==> src/rtl/status_value_pull_ctrl.sv <==
// status_value_pull_ctrl
//
// Consumer-side controller for the status value vector. It watches the vector
// head (entry [0]) and issues single-cycle pull strobes to pop entries. Popped
// entries go to a registered valid/ready output stage. Flush mode drains the
// vector without presenting entries and counts how many were discarded.
//
// Optional feature macro: STATUS_VALUE_PULL_CNT_EN
//   defined   : pull_cnt_o counts valid_o & ready_i transfers (16-bit, wraps,
//               not cleared by a flush)
//   undefined : pull_cnt_o is tied to 0
//
// Ports:
//   clk_i         system clock, rising edge
//   arstn_i       asynchronous active-low reset
//   enable_i      1 = deliver entries, 0 = hold (no new pulls)
//   flush_i       single-cycle request to discard all vector entries
//   head_valid_i  head of vector occupied
//   head_value_i  value at vector entry [0]
//   pull_o        pull strobe; pops the head at the clock edge
//   data_o        presented entry
//   valid_o       data_o valid
//   ready_i       downstream accepts data_o when valid_o & ready_i
//   busy_o        1 while flushing
//   flush_done_o  one-cycle pulse when a flush completes
//   drop_cnt_o    saturating count of entries discarded by the last flush
//   pull_cnt_o    delivered-entry count (optional feature)

module status_value_pull_ctrl #(
  parameter int unsigned WIDTH  = 1,
  parameter int unsigned DROP_W = 8
) (
  input  logic              clk_i,
  input  logic              arstn_i,
  input  logic              enable_i,
  input  logic              flush_i,
  input  logic              head_valid_i,
  input  logic [WIDTH-1:0]  head_value_i,
  output logic              pull_o,
  output logic [WIDTH-1:0]  data_o,
  output logic              valid_o,
  input  logic              ready_i,
  output logic              busy_o,
  output logic              flush_done_o,
  output logic [DROP_W-1:0] drop_cnt_o,
  output logic [15:0]       pull_cnt_o
);

  typedef enum logic [1:0] {
    StIdle,
    StRun,
    StFlush
  } state_e;

  state_e             state_q, state_d;
  logic               valid_q, valid_d;
  logic [WIDTH-1:0]   data_q, data_d;
  logic [DROP_W-1:0]  drop_q, drop_d;
  logic               free;
  logic               flush_start;

  // Output stage can take a new entry when empty or being drained this cycle.
  assign free = ~valid_q | ready_i;

  // FSM next state and combinational strobes.
  always_comb begin
    state_d      = state_q;
    pull_o       = 1'b0;
    busy_o       = 1'b0;
    flush_done_o = 1'b0;
    flush_start  = 1'b0;
    unique case (state_q)
      StIdle: begin
        if (flush_i) begin
          state_d     = StFlush;
          flush_start = 1'b1;
        end else if (enable_i) begin
          state_d = StRun;
        end
      end
      StRun: begin
        pull_o = head_valid_i & free;
        if (flush_i) begin
          state_d     = StFlush;
          flush_start = 1'b1;
        end else if (!enable_i) begin
          state_d = StIdle;
        end
      end
      StFlush: begin
        busy_o = 1'b1;
        pull_o = head_valid_i;
        if (!head_valid_i) begin
          state_d      = StIdle;
          flush_done_o = 1'b1;
        end
      end
      default: state_d = StIdle;
    endcase
  end

  // Output stage: only pulls made while running load data; flushed entries
  // are popped but never presented.
  always_comb begin
    valid_d = valid_q;
    data_d  = data_q;
    if (pull_o && (state_q == StRun)) begin
      valid_d = 1'b1;
      data_d  = head_value_i;
    end else if (valid_q && ready_i) begin
      valid_d = 1'b0;
    end
  end

  // Discard counter: cleared on flush entry, saturating increment per flush pull.
  always_comb begin
    drop_d = drop_q;
    if (flush_start) begin
      drop_d = '0;
    end else if ((state_q == StFlush) && pull_o && (drop_q != {DROP_W{1'b1}})) begin
      drop_d = drop_q + {{(DROP_W-1){1'b0}}, 1'b1};
    end
  end

  always_ff @(posedge clk_i or negedge arstn_i) begin
    if (!arstn_i) begin
      state_q <= StIdle;
      valid_q <= 1'b0;
      data_q  <= '0;
      drop_q  <= '0;
    end else begin
      state_q <= state_d;
      valid_q <= valid_d;
      data_q  <= data_d;
      drop_q  <= drop_d;
    end
  end

  assign valid_o    = valid_q;
  assign data_o     = data_q;
  assign drop_cnt_o = drop_q;

`ifdef STATUS_VALUE_PULL_CNT_EN
  logic [15:0] pull_cnt_q;

  always_ff @(posedge clk_i or negedge arstn_i) begin
    if (!arstn_i) begin
      pull_cnt_q <= 16'd0;
    end else if (valid_q && ready_i) begin
      pull_cnt_q <= pull_cnt_q + 16'd1;
    end
  end

  assign pull_cnt_o = pull_cnt_q;
`else
  assign pull_cnt_o = 16'd0;
`endif

endmodule

==> config.mk <==
export PLATFORM = sky130hd
export DESIGN_NAME = status_value_pull_ctrl
export DESIGN_NICKNAME = d
export VERILOG_FILES = /design/src/rtl/status_value_pull_ctrl.sv
export SDC_FILE = /design/constraint.sdc
export NUM_CORES = 1
export LEC_CHECK = 0
export ABC_AREA = 1
export CORE_ASPECT_RATIO = 1.4
export CORE_MARGIN = 8
export CORE_UTILIZATION = 40
export CTS_CLUSTER_SIZE = 16
export DETAILED_ROUTE_END_ITERATION = 16
export PLACE_DENSITY = 0.75
export SYNTH_ARGS = -nofsm -noshare
export SYNTH_HDL_FRONTEND = slang
export SYNTH_SLANG_ARGS = --single-unit
export TNS_END_PERCENT = 100
==> constraint.sdc <==
create_clock -name clk_i -period 1.8 [get_ports clk_i]
set_input_delay 0.18 -clock clk_i [delete_from_list [all_inputs] [get_ports clk_i]]
set_output_delay 0.18 -clock clk_i [all_outputs]
set_load 0.05 [all_outputs]
# ---- After elaboration in Yosys (flattened, before gate mapping)
# Index checks and enable logic that the tools add are counted.
dict set report totals {
  memories 0
  in_bits 7
  regBits 12
  ram_bits 0
  latch_bits 0
  elab_cells 39
  romBits 0
  out_inout_bits 29
}
dict set report classes {
  bitwise 3
  n_addsub 1
  n_eq_ne 6
  shifts 0
  magnitude_cmp 0
  n_mul 0
  reduce_logical 9
  muxes 16
  div_mod_pow 0
}
# operator count
set ops {}
lappend ops {{two-way mux 8 bit} 2}
lappend ops {{two-way mux 2 bit} 5}
lappend ops {{adder 8 x 1 -> 8 bit (second input constant)} 1}
lappend ops {{inequality test 8 bit (second input constant)} 1}
lappend ops {{two-way mux 1 bit} 7}
lappend ops {{inequality test 3 bit (second input constant)} 2}
lappend ops {{case mux 2 bit (3 select lines)} 1}
lappend ops {{logical AND 1 bit} 4}
lappend ops {{nonzero test 2 bit} 2}
lappend ops {{AND reduction 3 bit} 1}
lappend ops {{== test 2 x 1 -> 1 bit (second input constant)} 1}
lappend ops {{== test 2 bit (second input constant)} 1}
lappend ops {{zero test 2 bit} 1}
lappend ops {{inequality test 2 bit (second input constant)} 1}
lappend ops {{case mux 1 bit (2 select lines)} 1}
lappend ops {{OR reduction 2 bit} 1}
lappend ops {{bitwise AND 1 bit} 1}
lappend ops {{inverter 1 bit} 1}
lappend ops {{OR 1 bit} 1}

# ---- Depth between registers and ports, before layout
# Gate-level depths: netlist (run 1).
dict set report depth {
  word_depth 8
  mapped_depth 10
  ltp_nobuf 10
}

# ---- Least setup slack after synthesis (run 1)
# Ideal clock, no wire load.
dict set report synth_path {
  path_kind {register to register}
  startpoint {register state_q[0]}
  endpoint {register data_q (netlist: data_o)}
  synth_period_minus_slack_ns 2.148
  slack_ns -0.348
  t_required_ns 1.681
  setup_ns 0.119
  path_stages_with_launch 8
  path_buffers 0
  arrival_ns 2.029
  path_cell_list {dfrtp_1 -> inv_1 -> ha_1 -> nand2_1 -> a21boi_2 -> nand2_1 -> nand2_1 -> nand2_1}
}
dict set report synth_via {
  elab_chain_len 3
  elab_cells_between_ends 4
  classes_between {eq/ne: 2; mux: 1; reduce/logical: 1}
}
# element line
set synth_lines {}
lappend synth_lines {{start: declaration} 55} ;# state_e state_q, state_d;
lappend synth_lines {{start signal: assignment} 127} ;# state_q <= StIdle;
lappend synth_lines {{start signal: assignment} 132} ;# state_q <= state_d;
lappend synth_lines {{== test 2 bit / == test 2 x 1 -> 1 bit (equally long branches)} 72} ;# unique case (state_q)
lappend synth_lines {{case mux 1 bit (2 select lines) (*)} 72}
lappend synth_lines {{named net pull_o} 39} ;# output logic pull_o,
lappend synth_lines {{logical AND 1 bit (*)} 107} ;# if (pull_o && (state_q == StRun)) begin
lappend synth_lines {{end signal: assignment} 134} ;# data_q <= data_d;
lappend synth_lines {{end: declaration} 57} ;# logic [WIDTH-1:0] data_q, data_d;
# The timed path passes the listed nets; every way through them passes the cells marked *.
# A chain may end at the register's enable or synchronous reset.

# ---- Final worst setup path (run 1)
dict set report layout_path {
  startpoint {register drop_q[7] (netlist: drop_cnt_o[7])}
  endpoint {output port drop_cnt_o[7]}
}
# element line
set layout_lines {}
lappend layout_lines {{start: declaration} 58} ;# logic [DROP_W-1:0] drop_q, drop_d;
lappend layout_lines {{start signal: assignment} 135} ;# drop_q <= drop_d;
lappend layout_lines {{end: declaration} 45} ;# output logic [DROP_W-1:0] drop_cnt_o,
# No word-level cell between the ends.

==> metrics, run 1 <==
Combinational Power Share between 50 and 60%; WL per Instance between 10 and 15 um; max_slew headroom between 60% and 70%; Reg2Reg Setup Slack 0.34 ns; Die W between 50 and 60 um; Ports 36; All-Layer GR Usage 10.5%; floorplan core area between 0.002 and 0.0025 mm2; pins over their slew limit 0; Slowest cell on crit path clkdlybuf4s50_1; Final Net Count around 160; initial antenna violation count 0; fin crit period around 1.7 ns; Layout Skew 0.00199 ns; Synth Area per Inst 7.55 um2; Netlist cell types 22; ordered cell list for the critical path clkdlybuf4s50_1; FP Rows 20; CTS clk-pin slew, worst paths ~0.070 ns; GR Overflow Total 0; Area Overhead vs Synth 31.2%; post-DP HPWL 1620 um; cts bufs inserted 3; most common cell after layout, fill and taps aside nand2_1; Crit Path Max Fanout 5; synthesis warning total 0; Cell Int Power 758 uW; routed length on met1 824 um; PortBufs 19; Post-CTS Hold Fix Bufs 0; CP delay by family, top buffers and inverters; pin count of the biggest net entering global routing 18; max cap viols 0; Max Used Layer met4; area of the die 0.00401 mm2; Detailed Route Iter0 Violations 15; period utilization between 90% and 100%; total negative slack 0 ns; drt pass-1 iters 4; leak pwr 0.000618 uW; vias in the first global route around 790; drt total wl 2040 um; via count 780; GPL Wtd Cong 0.804; Arrival @ worst endpoint 1.54 ns; Finished Cell Area 0.00117 mm2; status complete, no violations; TritonCTS clock tree yes; DRC 0; achievable frequency 581 MHz; pwr dens approximately 1200 mW/mm2; Critical Path RT 1.62 ns; worst skew pair latency 0.27 ns; FF+latch count, synth 12; sw frac 45.6%; clock share of power about 15%; post-synthesis instance area 891 um2; final hold viol count 0; commonest cells after routing, fill and taps aside nand2_1 (27), nand3_1 (22), conb_1 (16); Initial Utilization 41.4%; worst IR drop on VDD 0.635 mV; largest stage delay on the critical path 0.84 ns; met2 WL post-DR 1030 um; RSZ-0062 raised after global routing no; worst-margin pin slew 0.549 ns; sw power 637 uW; Min Hold Slack 0.260 ns; Final setup violation count 0; Clock Path Buffers 2; antenna viol nets, final 0; crit end category output pin; clk sink count 12; first-pass GRT wire length 3550 um; startpoint types flop; Critical path buffers and inverters 1; ANT cells 0; post-place instance area 0.00108 mm2; Reg power frac 25.0%; post-synthesis sequential area ratio roughly a third; WS Path Type reg -> out; synthesized instance count 118; Hold Path Class in -> async; clock root cell clkbuf_4; fillcell total 209; wire length on met3 144 um; layout cell share with drive strength beyond 1 20.8%; die height 71.8 um; H-tree levels 1; vias per cell 4.70
[layout make-up]
| cell class | count | area, um2 | area share (%) |
|---|---|---|---|
| tap | 22 | 27.5 | 2.36 |
| timing repair buffer | 24 | 248 | 21.2 |
| inverter | 13 | 48.8 | 4.18 |
| clock buffer | 4 | 36.3 | 3.10 |
| multi-input combinational | 91 | 508 | 43.5 |
| sequential | 12 | 300 | 25.7 |
[power groups by stage]
stage                     Combinational [uW]  Sequential, uW  Clock [uW]
after detailed placement                 741             347           0
after CTS                                757             346         218
after floorplan                          460             420           0
after global routing                     899             353         235
final                                    832             348         215
after global placement                   725             345           0
[timing repair]
action | in CTS | in global routing
resized for setup | 1 | 5
buffers inserted | 0 | 4
setup endpoints to repair | 1 | 1
pin swaps | 0 | 2
[per-layer routing]
layer  global-route usage, %  vias to the layer above
li1                        -                      394
met1                    10.8                      352
met2                    18.6                       29
met3                    3.36                        5
met4                    5.63                        0
met5                       0                        -
[worst paths after layout]
| path | to | depth (start not counted) | startpoint |
|---|---|---|---|
| worst max-delay path | drop_cnt_o[7] | 1 | drop_cnt_o[7] |
| worst min-delay path | drop_cnt_o[3] | 1 | arstn_i |
| worst max register to register | drop_cnt_o[5] | 8 | drop_cnt_o[0] |
| worst min register to register | data_o | 2 | data_o |
| max in group asynchronous | drop_cnt_o[5] | 1 | arstn_i |
| min in group clk_i | data_o | 3 | head_value_i |
[logic make-up after synthesis]
family,Yosys count,share of synthesized area [%]
DFF,12,33.7
xor gates and xnor gates,4,3.93
adders and majority gates,4,5.62
and+or+nand+nor,62,32.9
AOI/OAI and AO/OA,5,3.93
other,1,0.421
buffers and inverters,30,19.5
[Yosys cell counts]
| master | count | area share (%) |
|---|---|---|
| buf_4 | 16 | 13 |
| inv_2 | 1 | 0.42 |
| a21oi_1 | 2 | 1.1 |
| nor2_1 | 5 | 2.1 |
| nor2_2 | 1 | 0.70 |
| inv_1 | 11 | 4.6 |
| conb_1 | 1 | 0.42 |
| ha_1 | 4 | 5.6 |
| nand4_1 | 1 | 0.70 |
| dfrtp_1 | 12 | 34 |
| o21ai_0 | 1 | 0.56 |
| nand3_1 | 22 | 12 |
| o21ai_2 | 1 | 0.98 |
| nand2_2 | 2 | 1.4 |
| a21boi_2 | 1 | 1.3 |
| xor2_1 | 4 | 3.9 |
| nor2_4 | 1 | 1.3 |
| nand3_2 | 1 | 1.1 |
| nand2_1 | 28 | 12 |
| clkinv_1 | 1 | 0.42 |
| nand4_2 | 1 | 1.4 |
| buf_2 | 1 | 0.56 |
[metrics by stage]
step / cells / power (uW) / worst slack [ns] / utilization, %
final: 166 / 1400 / 0.0780 / 54.3
after floorplan: 133 / 880 / 0.0114 / -
after global placement: 158 / 1070 / 0.287 / 50.1
after global routing: 166 / 1490 / 0.00489 / 54.3
after detailed placement: 158 / 1090 / 0.235 / 50.1
after CTS: 162 / 1320 / 0.0127 / 52.2
[flip-flops by register name (all words and copies together), names as in the netlist]
register / flops
data_o: 1
state_q: 2
valid_o: 1
drop_cnt_o: 8
[worst reg2reg max path, delay by kind of cell, from the launching register on]
kind / cells / cell delay (ns)
flops: 1 / 0.43
buf+inv: 1 / 0.11
fa+ha+maj: 1 / 0.24
simple gates: 6 / 0.62
Note: power is estimated with default switching activity, not from simulation.
==> inputs of run 2 (changes only) <==
Settings changed: CTS_CLUSTER_SIZE 16 to 40.
Clock period 1.8 ns to 2.2 ns, I/O delays scaled along.
==> run 2 against run 1 <==
Clock skew up 0.0043 ns; clock-buffer cell count down 1; first-iteration DRC count up 87%; via count down 0.77%; sequential power down 19%; critical path depth up 2; core utilization down 5.2 points; largest cell class unchanged.
==> metrics, run 2 (synthesis gave the netlist of run 1 again) <==
period utilization 95.8%; die height 71.8 um (unchanged); All-Layer GR Usage 10.1% (-0.41 points); fillcell total 222 (+6.2%); worst-margin pin slew 0.647 ns (+0.0982 ns); Hold Path Class in -> async; Final Net Count 151 (-3.2%); PortBufs 19 (unchanged); RSZ-0062 raised after global routing no; post-DP HPWL 1590 um (-1.7%); Arrival @ worst endpoint 1.89 ns (+0.35 ns); ANT cells 0 (unchanged); most common cell after layout, fill and taps aside nand2_1; Area Overhead vs Synth 18.7%; drt pass-1 iters 4 (unchanged); clk sink count 12 (unchanged); post_cts resized 0 (-1); final hold viol count 0 (unchanged); sw power 476 uW (-25%); antenna viol nets, final 0 (unchanged); Finished Cell Area 0.00106 mm2 (-9.5%); H-tree levels 1 (unchanged); WS Path Type reg -> out; total negative slack 0 ns (unchanged); Die W 55.9 um (unchanged); Post-CTS Hold Fix Bufs 0 (unchanged); area of the die 0.00401 mm2 (unchanged); Reg power frac 29.9% (+4.9 points); startpoint types flop; sw frac 50.6% (+5.0 points); FP Rows 20 (unchanged); Min Hold Slack 0.301 ns (+0.0411 ns); floorplan core area 0.00215 mm2 (unchanged); vias in the first global route 762 (-3.1%); via count 774 (-0.77%); Detailed Route Iter0 Violations 28 (+13); clock share of power 14.2% (-1.2 points); FF/Latch Area 300 um2 (unchanged); layout cell share with drive strength beyond 1 10.1% (-11 points); Final setup violation count 0 (unchanged); pin count of the biggest net entering global routing 18 (unchanged); CTS clk-pin slew, worst paths 0.07 ns (about the same); commonest cells after routing, fill and taps aside nand2_1 (28), nand3_1 (22), clkdlybuf4s50_1 (17); Clock Path Buffers 2 (unchanged); max_slew headroom 56.8% (-6.4 points); initial antenna violation count 0 (unchanged); multi-input logic area 473 um2 (-6.9%); Cell Int Power 464 uW (-39%); cts bufs inserted 3 (unchanged); fin crit period 2.11 ns; worst skew pair latency 0.28 ns (about the same); pwr dens 889 mW/mm2 (-26%); clock root cell clkbuf_4; Initial Utilization 41.4% (unchanged); max cap viols 0 (unchanged); vias per cell 4.84 (+3.0%); WL per Instance 12.2 um (-0.57%); crit end category output pin; Ports 36 (unchanged); post-place instance area 0.00103 mm2 (-3.9%); first-pass GRT wire length 3400 um (-4.1%); Largest register FFs 8 (unchanged); Critical Path RT 1.98 ns (+0.36 ns); DRC 0 (unchanged); worst IR drop on VDD 0.384 mV (-39%); Reg-to-Reg Start state_q[1]; setup bufs post-CTS 0 (unchanged); Util after Layout 49.1% (-5.2 points); status complete, no violations; drt total wl 1960 um (-4.2%); TritonCTS clock tree yes; Combinational Power Share 55.9% (-3.7 points); Layout Skew 0.00627 ns (+0.00428 ns); GPL Wtd Cong 0.788 (-1.9%); Worst Setup SP state_q[0]; leak pwr 0.000563 uW (-8.9%); GR Overflow Total 0 (unchanged); pins over their slew limit 0 (unchanged); Crit Path Max Fanout 5 (unchanged); achievable frequency 474 MHz
[run 2: cell types whose count changed in the layout (fill, tap and decap cells not counted), moves of 2 or more]
cell and delta:
buf_4 -7, clkdlybuf4s50_1 +5, buf_12 -3, ha_1 +2, ha_4 -2, inv_1 +2, inv_2 -2
[run 2: final timing paths]
path                            endpoint  slack [ns]  cells after the start
hold reg to reg                   data_o        0.49                      2
max in group asynchronous  drop_cnt_o[0]        1.53                      1
setup reg to reg              state_q[1]        0.59                      4
hold / removal             drop_cnt_o[3]        0.30                      1
setup / recovery                  busy_o        0.09                      3
min in group clk_i                data_o        0.49                      2
[run 2: layer usage]
metal  up-vias  GRT usage [%]  wire [um]
met5         -              0          0
met4         0           4.83         41
met3         5           3.71        155
met2        22           18.9       1010
met1       362           9.47        748
li1        385              -          -
[run 2: final cells by class]
cell class | instances | share of cell area, %
clock buffers | 3 | 2.13
well taps | 22 | 2.60
repair buffers | 19 | 17.5
flip-flops and latches | 12 | 28.4
multi-input cells | 91 | 44.7
inverters | 13 | 4.62
[run 2: worst max-delay path, cell delays in order (launching register included)]
cell and delay (ns):
dfrtp_1 0.38, inv_1 0.10, ha_1 0.28, clkdlybuf4s50_1 0.85
[run 2: through the flow]
step	instances	total power, uW	worst slack (ns)
after CTS	160	950	0.0859
after global routing	160	999	0.0298
after detailed placement	157	816	0.398
final	160	940	0.0924
after global placement	157	793	0.445
after floorplan	133	703	0.0517
[run 2: power groups by stage]
stage                     Combinational, uW  Clock, uW  Sequential, uW
after floorplan                         360          0             343
after global placement                  513          0             280
after detailed placement                531          0             285
after CTS                               532        137             280
after global routing                    568        145             286
final                                   525        133             281
